File: src/rtl/avalon_width_adapter.sv
// Avalon-MM width adapter: a wide slave command is split into RATIO narrow master beats,
// low slice first. Write beats with no enabled bytes are skipped. Pipelined reads are
// tracked (up to MAX_PEND) and their narrow responses reassembled into full slave words.
module avalon_width_adapter #(
    parameter int ADDR_W   = 26,
    parameter int SLV_DW   = 32,
    parameter int MST_DW   = 16,
    parameter int MAX_PEND = 4
) (
    input  logic                             clock,
    input  logic                             reset,
    input  logic [ADDR_W-1:0]                slave_address,
    input  logic                             slave_read,
    input  logic                             slave_write,
    input  logic [SLV_DW-1:0]                slave_writedata,
    input  logic [SLV_DW/8-1:0]              slave_byteenable,
    output logic                             slave_waitrequest,
    output logic [SLV_DW-1:0]                slave_readdata,
    output logic                             slave_readdatavalid,
    output logic [ADDR_W-1:0]                master_address,
    output logic                             master_read,
    output logic                             master_write,
    output logic [MST_DW-1:0]                master_writedata,
    output logic [MST_DW/8-1:0]              master_byteenable,
    input  logic                             master_waitrequest,
    input  logic [MST_DW-1:0]                master_readdata,
    input  logic                             master_readdatavalid,
    output logic [$clog2(MAX_PEND+1)-1:0]    pend_count,
    output logic                             err_unexpected
);

    localparam int RATIO  = SLV_DW / MST_DW;
    localparam int STEP   = MST_DW / 8;
    localparam int SBE_W  = SLV_DW / 8;
    localparam int MBE_W  = MST_DW / 8;
    localparam int IDX_W  = (RATIO > 1) ? $clog2(RATIO) : 1;
    localparam int PEND_W = $clog2(MAX_PEND + 1);
    localparam logic [IDX_W-1:0] LAST = IDX_W'(RATIO - 1);

    typedef enum logic {
        IDLE,
        ISSUE
    } state_t;

    state_t              state;
    state_t              state_next;
    logic [IDX_W-1:0]    beat;
    logic                op_read;
    logic [ADDR_W-1:0]   cmd_address;
    logic [SLV_DW-1:0]   cmd_data;
    logic [SBE_W-1:0]    cmd_be;

    logic [MST_DW-1:0]   data_slice;
    logic [MBE_W-1:0]    be_slice;
    logic                accept;
    logic                read_accept;
    logic                beat_done;

    logic [IDX_W-1:0]    rx;
    logic [SLV_DW-1:0]   hold;
    logic [SLV_DW-1:0]   assembled;

    // Select the current beat's data and byte-enable slice from the latched command
    always_comb begin
        data_slice = cmd_data[int'(beat) * MST_DW +: MST_DW];
        be_slice   = cmd_be[int'(beat) * MBE_W +: MBE_W];
    end

    // Slave handshake and beat progress; zero-enable write beats advance without a strobe
    always_comb begin
        slave_waitrequest = (state == ISSUE) ||
                            (slave_read && (pend_count == PEND_W'(MAX_PEND)));
        accept      = (state == IDLE) && (slave_read || slave_write) && !slave_waitrequest;
        read_accept = accept && slave_read;
        beat_done   = (state == ISSUE) &&
                      (!master_waitrequest || (!op_read && (be_slice == '0)));
    end

    // Master outputs are driven from latched command state only, so they hold under waitrequest
    always_comb begin
        master_read       = 1'b0;
        master_write      = 1'b0;
        master_address    = cmd_address + ADDR_W'(int'(beat) * STEP);
        master_writedata  = data_slice;
        master_byteenable = '1;
        if (!op_read) begin
            master_byteenable = be_slice;
        end
        if (state == ISSUE) begin
            master_read  = op_read;
            master_write = !op_read && (be_slice != '0);
        end
    end

    // FSM state register
    always_ff @(posedge clock or negedge reset) begin
        if (!reset) begin
            state <= IDLE;
        end else begin
            state <= state_next;
        end
    end

    // FSM next state: IDLE waits for a command, ISSUE runs until the last beat advances
    always_comb begin
        state_next = state;
        case (state)
            IDLE:    if (accept) state_next = ISSUE;
            ISSUE:   if (beat_done && (beat == LAST)) state_next = IDLE;
            default: state_next = IDLE;
        endcase
    end

    // Command capture on accept and beat index progression
    always_ff @(posedge clock or negedge reset) begin
        if (!reset) begin
            beat        <= '0;
            op_read     <= 1'b0;
            cmd_address <= '0;
            cmd_data    <= '0;
            cmd_be      <= '0;
        end else if (accept) begin
            beat        <= '0;
            op_read     <= slave_read;
            cmd_address <= slave_address;
            cmd_data    <= slave_writedata;
            cmd_be      <= slave_byteenable;
        end else if (beat_done) begin
            beat <= (beat == LAST) ? '0 : beat + 1'b1;
        end
    end

    // Outstanding slave read count: up on read accept, down on each completed slave response
    always_ff @(posedge clock or negedge reset) begin
        if (!reset) begin
            pend_count <= '0;
        end else begin
            case ({read_accept, slave_readdatavalid})
                2'b10:   pend_count <= pend_count + PEND_W'(1);
                2'b01:   pend_count <= pend_count - PEND_W'(1);
                default: pend_count <= pend_count;
            endcase
        end
    end

    // Holding register with the incoming beat merged into slice rx
    always_comb begin
        assembled = hold;
        assembled[int'(rx) * MST_DW +: MST_DW] = master_readdata;
    end

    // Read reassembly; responses with nothing outstanding are dropped and flagged
    always_ff @(posedge clock or negedge reset) begin
        if (!reset) begin
            rx                  <= '0;
            hold                <= '0;
            slave_readdata      <= '0;
            slave_readdatavalid <= 1'b0;
            err_unexpected      <= 1'b0;
        end else begin
            slave_readdatavalid <= 1'b0;
            if (master_readdatavalid) begin
                if (pend_count == '0) begin
                    err_unexpected <= 1'b1;
                end else begin
                    hold <= assembled;
                    if (rx == LAST) begin
                        slave_readdata      <= assembled;
                        slave_readdatavalid <= 1'b1;
                        rx                  <= '0;
                    end else begin
                        rx <= rx + 1'b1;
                    end
                end
            end
        end
    end

endmodule
File: config.mk
export PLATFORM = sky130hd
export DESIGN_NAME = avalon_width_adapter
export DESIGN_NICKNAME = d
export VERILOG_FILES = /design/src/rtl/avalon_width_adapter.sv
export SDC_FILE = /design/constraint.sdc
export NUM_CORES = 1
export LEC_CHECK = 0
export CAP_MARGIN = 0
export CORE_UTILIZATION = 40
export DETAILED_ROUTE_END_ITERATION = 12
export DONT_BUFFER_PORTS = 1
export HOLD_SLACK_MARGIN = 0.06
export PLACE_DENSITY = 0.53
export SLEW_MARGIN = 20
export SYNTH_ARGS = -nofsm -noshare
export SYNTH_HDL_FRONTEND = slang
export SYNTH_SLANG_ARGS = --single-unit
File: constraint.sdc
create_clock -name clock -period 1.71 [get_ports clock]
set_input_delay 0.2565 -clock clock [delete_from_list [all_inputs] [get_ports clock]]
set_output_delay 0.2565 -clock clock [all_outputs]
set_load 0.05 [all_outputs]
Yosys cells after proc, flatten, opt, wreduce, memory -nomap -nowiden
Cells that the tools add are included.
- bits in registers: 135
- input port bits: 84
- output and inout bits: 84
- word-level logic and storage cells: 64
- add/sub/neg operators: 6
- equal/unequal tests: 3
- shift-type cells: 4
- mux-type cells: 15
- bitwise operators: 2
- reductions and logical operators: 22
- operators with widths (cell ; count):
    $neg 5->33 ; 1
    $shift 16x33->32 const A ; 1
    $shiftx 16x33->32 ; 1
    $bwmux 32 ; 1
    $shiftx 32x6->16 ; 1
    $add 26x2->26 ; 1
    $mux 1 ; 11
    $logic_and 1x1->1 ; 8
    $pmux 3 s2 ; 1
    $reduce_bool 2->1 ; 3
    $reduce_and 2->1 ; 2
    $shiftx 4x3->2 ; 1
    $add 3x1->3 const B ; 1
    $eq 3x3->1 const B ; 1
    $logic_not 1->1 ; 3
    $logic_not 3->1 ; 1
    $logic_or 1x1->1 ; 3
    $reduce_and 3->1 ; 1
    $sub 3x1->3 const B ; 1
    $add 1x1->1 const B ; 2
    $eq 2x1->1 const B ; 1
    $eq 2x2->1 const B ; 1
    $logic_not 2->1 ; 1
    $mux 2 ; 1
    2 further kinds ; 3

Depth between registers and ports, before layout
Gate-level depths: netlist of run 1.
- depth in word-level cells: 8
- depth in mapped cells: 9
- depth with buffers taken out: 9

Worst setup path after synthesis of run 1
OpenSTA, ideal clock, no wires.
- kind: reg-to-output
- from: reg beat
- to: out master_write
- data arrival time: 3.076 ns
- required time: 1.454 ns
- slack: -1.623 ns
- stages on the path, launching flop included: 4
- path buffers: 1
- cells stage by stage: dfrtp_1 -> clkbuf_1 -> nor3_1 -> a2111oi_0
- cells in the longest elaborated chain, start to end: 4
- RTL lines (element ; RTL line ; source):
    start: declaration ; 47 ; logic [IDX_W-1:0] beat;
    start signal: assignment ; 129 ; beat <= (beat == LAST) ? '0 : beat + 1'b1;
    $shiftx 4x3->2 ; 66 ; be_slice = cmd_be[int'(beat) * MBE_W +: MBE_W];
    $reduce_bool 2->1 ; 91 ; master_write = !op_read && (be_slice != '0);
    $logic_and 1x1->1 ; 91 ;
    $mux 1 ; 89 ; if (state == ISSUE) begin
    end: declaration ; 22 ; output logic master_write,
Every way passes these cells.

Worst setup path after layout of run 1
- from: reg cmd_address[1]
- to: out master_address[21]
- cells in the longest elaborated chain, start to end: 1
- RTL lines (element ; RTL line ; source):
    start: declaration ; 49 ; logic [ADDR_W-1:0] cmd_address;
    start signal: assignment ; 125 ; cmd_address <= slave_address;
    $add 26x2->26 ; 83 ; master_address = cmd_address + ADDR_W'(int'(beat) * STEP);
    end: declaration ; 20 ; output logic [ADDR_W-1:0] master_address,
Every way passes these cells.

==> results of run 1 <==
-- sequential cells by signal (all words and copies together) (netlist names) --
register	flops
cmd_data	32
slave_readdata	32
cmd_address	26
hold	16
cmd_be	4
pend_count	3
beat	1
err_unexpected	1
op_read	1
rx	1
slave_readdatavalid	1
state	1
-- per-stage QoR --
step           setup TNS (ns)  area, um2  instances  utilization
2_1_floorplan           -3.70       5910        437            -
3_3_place_gp            -6.79       6950        674        0.520
3_5_place_dp            -8.47       6950        674        0.520
4_1_cts                -22.53       9180        818        0.688
5_1_grt                -29.97       9870        842        0.740
6_report               -21.14       9870        842        0.740
-- cell usage in the layout (no fill, tap or decap), types with 6 or more instances in the layout --
master	n
dfrtp_1	112
mux2_4	87
dlygate4sd3_1	82
nand2_1	60
buf_4	54
buf_12	45
nand2_2	33
clkbuf_16	22
buf_6	22
xnor2_4	16
nand2_4	12
nand3_4	9
dfrtp_2	7
inv_1	6
nand4_1	6
mux2_2	6
-- kinds of logic (layout without fill, tap and decap cells) --
kind of cell / count (synthesis) / count (layout) / synth area share
adder cells (fa/ha/maj): 4 / 4 / 0.0104
flip-flops: 119 / 119 / 0.539
buffers and inverters: 29 / 258 / 0.0355
multiplexers: 94 / 94 / 0.225
AND/OR/NAND/NOR: 153 / 153 / 0.132
AO/OA/AOI/OAI: 11 / 11 / 0.0147
XOR/XNOR: 27 / 27 / 0.0428
-- critical path, cell delays in order, from the launching register on --
cell,delay (ns)
dfrtp_1,0.38
ha_4,0.16
ha_4,0.15
nand2_4,0.07
nor4_4,0.23
nand4_1,0.26
xnor2_4,0.22
buf_12,0.15
-- layout make-up --
class	count	area, um2
Fill cell	848	3470
Sequential cell	119	2990
Clock buffer	22	494
Multi-Input combinational cell	289	3250
Tap cell	176	220
Timing Repair Buffer	214	2640
Inverter	9	48.8
Clock inverter	10	190
Timing Repair inverter	3	40.0
-- routing by layer --
metal  wire (um)  global-route usage  up-vias
met3         648              0.0566       17
met2        8090               0.360      106
met1        6620               0.263     2059
met5           0                   0        -
li1            -                   -     1908
met4         225              0.0781        0
-- what timing repair did --
action / 4_1_cts / 5_1_grt
cloned: 4 / 8
setup buffers: 27 / 25
hold endpoints to repair: 217 / 119
pin swaps: 34 / 29
resized for setup: 87 / 107
endpoints found under the setup margin: 108 / 156
-- worst max path at each step --
stage | from | end | slack (ns) | cells after the start
final | cmd_address[1] | master_address[21] | -0.58 | 7
after global routing | cmd_address[1] | master_address[21] | -0.69 | 7
after CTS | cmd_address[1] | master_address[10] | -0.58 | 8
after detailed placement | cmd_address[1] | master_address[25] | -0.35 | 8
after global placement | cmd_address[1] | master_address[15] | -0.30 | 8
after floorplan | cmd_address[1] | master_address[21] | -0.43 | 6
-- power breakdown --
group	switching, mW	internal (mW)	total, mW
Combinational	6.33	6.91	13.2
Clock	1.29	2.79	4.08
Sequential	2.55	4.24	6.79
-- synth_stat cells (all sizes together) --
| cell | number |
|---|---|
| dfrtp | 119 |
| nand2 | 106 |
| mux2 | 93 |
| xnor2 | 21 |
| buf | 15 |
| nand3 | 12 |
| inv | 9 |
| nor2 | 9 |
| nand4 | 7 |
| xor2 | 6 |
| clkbuf | 5 |
| and2 | 4 |
| and3 | 3 |
| ha | 3 |
| nor3 | 3 |
| a211o | 2 |
| a21oi | 2 |
| and4 | 2 |
| nor2b | 2 |
| o31ai | 2 |
| a2111oi | 1 |
| a22o | 1 |
| a311oi | 1 |
| and4bb | 1 |
| fa | 1 |
| mux2i | 1 |
| nor4 | 1 |
| o21ai | 1 |
| o21bai | 1 |
| or2 | 1 |
| or3 | 1 |
| or4 | 1 |
==> run_results.csv, run 1 <==
group,metric,value,unit
run_status,status,"finished, violations left",
run_status,failed_checks,"hold timing, setup timing",
synth,synth_area_leaders,"dfrtp_1 (54%), mux2_4 (14%), nand2_1 (7.1%)",
die,floorplan.initialDensity,0.414,
grt,first_global_vias,4482,
clocking,hold_buffers,82,
grt,grt_antenna_before_repair,0,
sta,fin_crit_sh,1.34,
setup_path,rr_endpoint,"pend_count[2]",
placed_design,numPortBuffers,0,
setup_path,crit_fanout,3,
synth,ys_types,45,
cells_and_area,antennaDiodeCount,0,
flow_run,drv_cap,0,
synth,ys_ff_latch,119,
drt,vias,4090,
pwr,p_per_area,2440,nW/um2
cells_and_area,drive_gt1_frac,0.556,
sta,worst_pin_slew,0.567,ns
die,pin_count,168,
drt,drt-total-wl,15.6,mm
clocking,htree_levels,4,
pwr,irDropWorstVdd,0.00162,V
pwr,total_power,24.1,mW
grt,grt_pass1_wl,23.7,mm
sta,maxSlewViolCount,0,
drt,dr.first_iter.drc_count,240,
sta,finalSetupViolCount,139,
clocking,root_buffer,"clkbuf_16",
drt,vias_per_cell,4.86,
synth,ys_seq_area_frac,0.539,
min_path,hold_class,"primary input to async pin",
placed_design,dp_hpwl,8.57,mm
die,core.rowCount,42,
sta,worst_hold_slack,-0.456,ns
sta,finalWorstSetupSlack,-0.576,ns
die,die_y,120,um
grt,grt_usage,0.214,
synth,synthCells,437,
setup_path,rrSetupSlack,-0.17,ns
placed_design,post-place-ws,-0.354,ns
die,die_area,14300,um2
synth,synth_area,5530,um2
die,die_w,120,um
sta,skew,0.00727,ns
pwr,leakage,4.53,nW
sta,grt_setup_unrepaired,"true",
setup_path,r2r-start,"pend_count[0]",
setup_path,end_kind,"output port",
clocking,insertion_delay,0.41,ns
drt,wl_per_cell,18.5,um
synth,ys_warn_count,0,
cells_and_area,nets,741,
synth,syn-num-nets,525,
sta,relSlewSlack,0.622,
drt,firstDrtPassIters,4,
drt,ant_nets,0,
setup_path,path_class,"register to output port",
sta,fmax,437,MHz
grt,globalRoute.totalOverflow,0,
clocking,tritoncts,"yes",
sta,hold_viol,119,
clocking,clock_sinks,119,
synth,syn_area_per_cell,12.6,um2
clocking,clkTransAtPathRegs,0.05,ns
cells_and_area,syn_to_final_growth,78.7,%
placed_design,gp_congestion,0.747,
synth,synth_top_cell_by_area,"dfrtp_1",
setup_path,worstPathRequired,1.45,ns
synth,synth.top_cell.area_share,0.539,
setup_path,worstPathArrival,2.03,ns
clocking,cts_buffer_depth,2,
setup_path,startpoint_type,"register",
die,coreArea,13300,um2
clocking,cts_buffers,17,
setup_path,reg2reg_depth,9,
sta,period_needed,2.29,ns
grt,grt_max_degree,120,
drt,drc_errors,0,
Note: power is estimated with default switching activity, not from simulation.
==> run 2, diff against run 1 <==
- ABC_AREA: default -> 1
- CORE_ASPECT_RATIO: default -> 1.4
- SKIP_CTS_REPAIR_TIMING: default -> 1
==> run 2 against run 1 <==
Effect of this change: the run still ends with hold timing, setup timing left; via count grew 23%; area after synthesis grew 0.14%; total power shrank 16%; worst hold slack is essentially flat; global-route usage grew 0.084 points; non-clock buffer count shrank 37; final area shrank 11%; critical endpoint is now master_address[7]; largest power group unchanged.
==> run_results.csv, run 2 <==
group,metric,value,unit
synth,yosysMostFrequentCell,"nand2_1",
synth,synthTopCellsByCount,"nand2_1 (379), dfrtp_1 (119), inv_1 (37), nor2_1 (29), o21ai_0 (24)",
pwr,seqPwrFrac,0.318,
setup_path,path_class,"register to output port",
setup_path,end_kind,"output port",
grt,grt_pass1_wl,23.0,mm
pwr,pwr-share-clk,0.190,
setup_path,worstPathRequired,1.45,ns
synth,ys_seq_area_frac,0.538,
sta,hold_viol,119,
pwr,p_per_area,2290,nW/um2
synth,syn-num-nets,782,
synth,ys_warn_count,0,
run_status,failed_checks,"hold timing, setup timing",
cells_and_area,reg_top3,"cmd_data: 32 flops, slave_readdata: 32 flops, cmd_address: 26 flops",
drt,ant_nets,0,
cells_and_area,fin_cells,1059,
pwr,swShare,0.473,
sta,period_needed,2.15,ns
clocking,clkTransAtPathRegs,0.06,ns
clocking,cts_buffer_depth,2,
sta,maxSlewViolCount,0,
synth,synth.top_cell.area_share,0.538,
cells_and_area,drive_gt1_frac,0.269,
run_status,status,"finished, violations left",
setup_path,path_cells,"ha_4, ha_4, nand2_4, nor2_4, buf_4, xor2_4, buf_12",
placed_design,dp_hpwl,10.5,mm
die,coreArea,13500,um2
synth,synthCells,694,
die,die_y,141,um
sta,grt_setup_unrepaired,"true",
clocking,clock_sinks,119,
pwr,p_comb_frac,0.492,
die,die_w,101,um
clocking,tritoncts,"yes",
sta,skew,0.00768,ns
sta,setup_tns,-11.63,ns
sta,finalSetupViolCount,43,
grt,globalRoute.totalOverflow,0,
die,die_area,14300,um2
clocking,htree_levels,4,
grt,grt_antenna_before_repair,1,
sta,fmax,466,MHz
setup_path,rrSetupSlack,-0.11,ns
cells_and_area,syn_to_final_growth,59.4,%
drt,vias,5031,
drt,drc_errors,0,
grt,grt_usage,0.215,
setup_path,slowest_delay,0.39,ns
placed_design,numPortBuffers,0,
synth,async_flop_share,1.00,
die,core.rowCount,50,
placed_design,dp.cells,931,
synth,syn_area_per_cell,7.97,um2
setup_path,startpoint_type,"register",
placed_design,dpl_cell_area,6840,um2
drt,wl_per_cell,15.1,um
placed_design,gp_congestion,0.960,
sta,worst_pin_slew,0.631,ns
synth,synth_top_cell_by_area,"dfrtp_1",
sta,fin_crit_sh,1.26,
synth,ys_ff_latch,119,
drt,drt-total-wl,16.0,mm
min_path,hold_class,"primary input to async pin",
grt,first_global_vias,4751,
setup_path,cp_num_buf_inv,2,
synth,ys_types,32,
cells_and_area,final_cell_mix,"nand2_1 (341), dfrtp_1 (111), dlygate4sd3_1 (80), buf_4 (46), inv_1 (36)",
pwr,irDropWorstVdd,0.00122,V
cells_and_area,fin_util,0.656,
sta,relSlewSlack,0.579,
clocking,cts_buffers,17,
setup_path,cpLargestDelayFamily,"flip-flops",
cells_and_area,nets,952,
pwr,leakage,4.34,nW
synth,synth-edff-count,0,
synth,synth_area_leaders,"dfrtp_1 (54%), nand2_1 (26%), inv_1 (2.5%)",
sta,finalWorstSetupSlack,-0.437,ns
grt,grt_max_degree,120,
die,pin_count,168,
setup_path,critPathMostFrequentCell,"ha_4",
drt,firstDrtPassIters,4,
pwr,internal-power,10.6,mW
flow_run,drv_cap,0,
synth,synth_area,5530,um2
synth,synth_ff_type,"dfrtp_1",
pwr,p_switching,9.55,mW
die,floorplan.initialDensity,0.411,
setup_path,slowest_stage,"dfrtp_2",
cells_and_area,final_common_cell,"nand2_1",
setup_path,worstPathArrival,1.89,ns
clocking,root_buffer,"clkbuf_16",
clocking,insertion_delay,0.41,ns
cells_and_area,final_area,8820,um2
sta,worst_hold_slack,-0.456,ns
setup_path,crit_fanout,5,
drt,vias_per_cell,4.75,
drt,dr.first_iter.drc_count,206,
[run 2: cell types whose count changed in the layout (fill, tap and decap cells not counted), moves of 12 or more]
cell     previous run  this run
mux2_4             87         0
buf_12             45        24
nand2_1            60       341
o21ai_0             0        21
o21ai_1             1        20
nor2_1              3        15
inv_1               6        36
[run 2: cell type report]
class                   instances  area (um2)
fillers                      1106        4630
flip-flops and latches        119        2990
multi-input cells             507        2840
repair buffers                177        1970
clock buffers                  18         439
well taps                     182         228
clock inverters                13         199
inverters                      42         164
diodes                          1        2.50
[run 2: power by group through the flow]
stage                     combinational, mW  clock, mW  sequential [mW]
after global placement                 8.58          0             6.38
after global routing                   10.6       4.05             6.58
final                                  9.93       3.83             6.43
after detailed placement               8.75          0             6.41
after CTS                              8.76       3.91             6.39
after floorplan                        5.71          0             6.41
[run 2: worst paths after layout]
path	start	endpoint	depth (start not counted)
min reg2reg	cmd_data[12]	cmd_data[12]	2
max	beat	master_address[7]	7
min	reset	slave_readdata[0]	0
max in group asynchronous	reset	beat	0
max reg2reg	pend_count[0]	pend_count[2]	11
min in group clock	master_readdatavalid	rx	2
[run 2: worst register-to-register path: stages, from the launching register on]
cell and delay [ns]:
dfrtp_2 0.42, nor2_4 0.12, nand2_2 0.06, nand3_2 0.07
inv_2 0.06, nand2_4 0.07, ha_4 0.13, inv_2 0.04
fa_2 0.37, a21oi_2 0.16, o21ai_2 0.07, xor2_1 0.14
[run 2: routing by layer]
metal,routed length [um],vias to the layer above,track usage
met5,0,-,0
met4,523,0,0.102
met3,852,36,0.0684
met2,8630,161,0.381
met1,5960,2379,0.227
li1,-,2455,-
[run 2: cell families after synthesis]
| family | count (synthesis) | share of synthesized area |
|---|---|---|
| adders and majority gates | 4 | 0.0104 |
| buffers and inverters | 68 | 0.0579 |
| and+or+nand+nor | 437 | 0.321 |
| DFF | 119 | 0.538 |
| xor gates and xnor gates | 18 | 0.0285 |
| AOI/OAI and AO/OA | 48 | 0.0445 |
[run 2: metrics by stage]
step | worst slack (ns) | total power [mW]
after floorplan | -0.218 | 12.1
after global placement | -0.0522 | 15.0
after detailed placement | -0.0931 | 15.2
after CTS | -0.532 | 19.1
after global routing | -0.522 | 21.3
final | -0.437 | 20.2
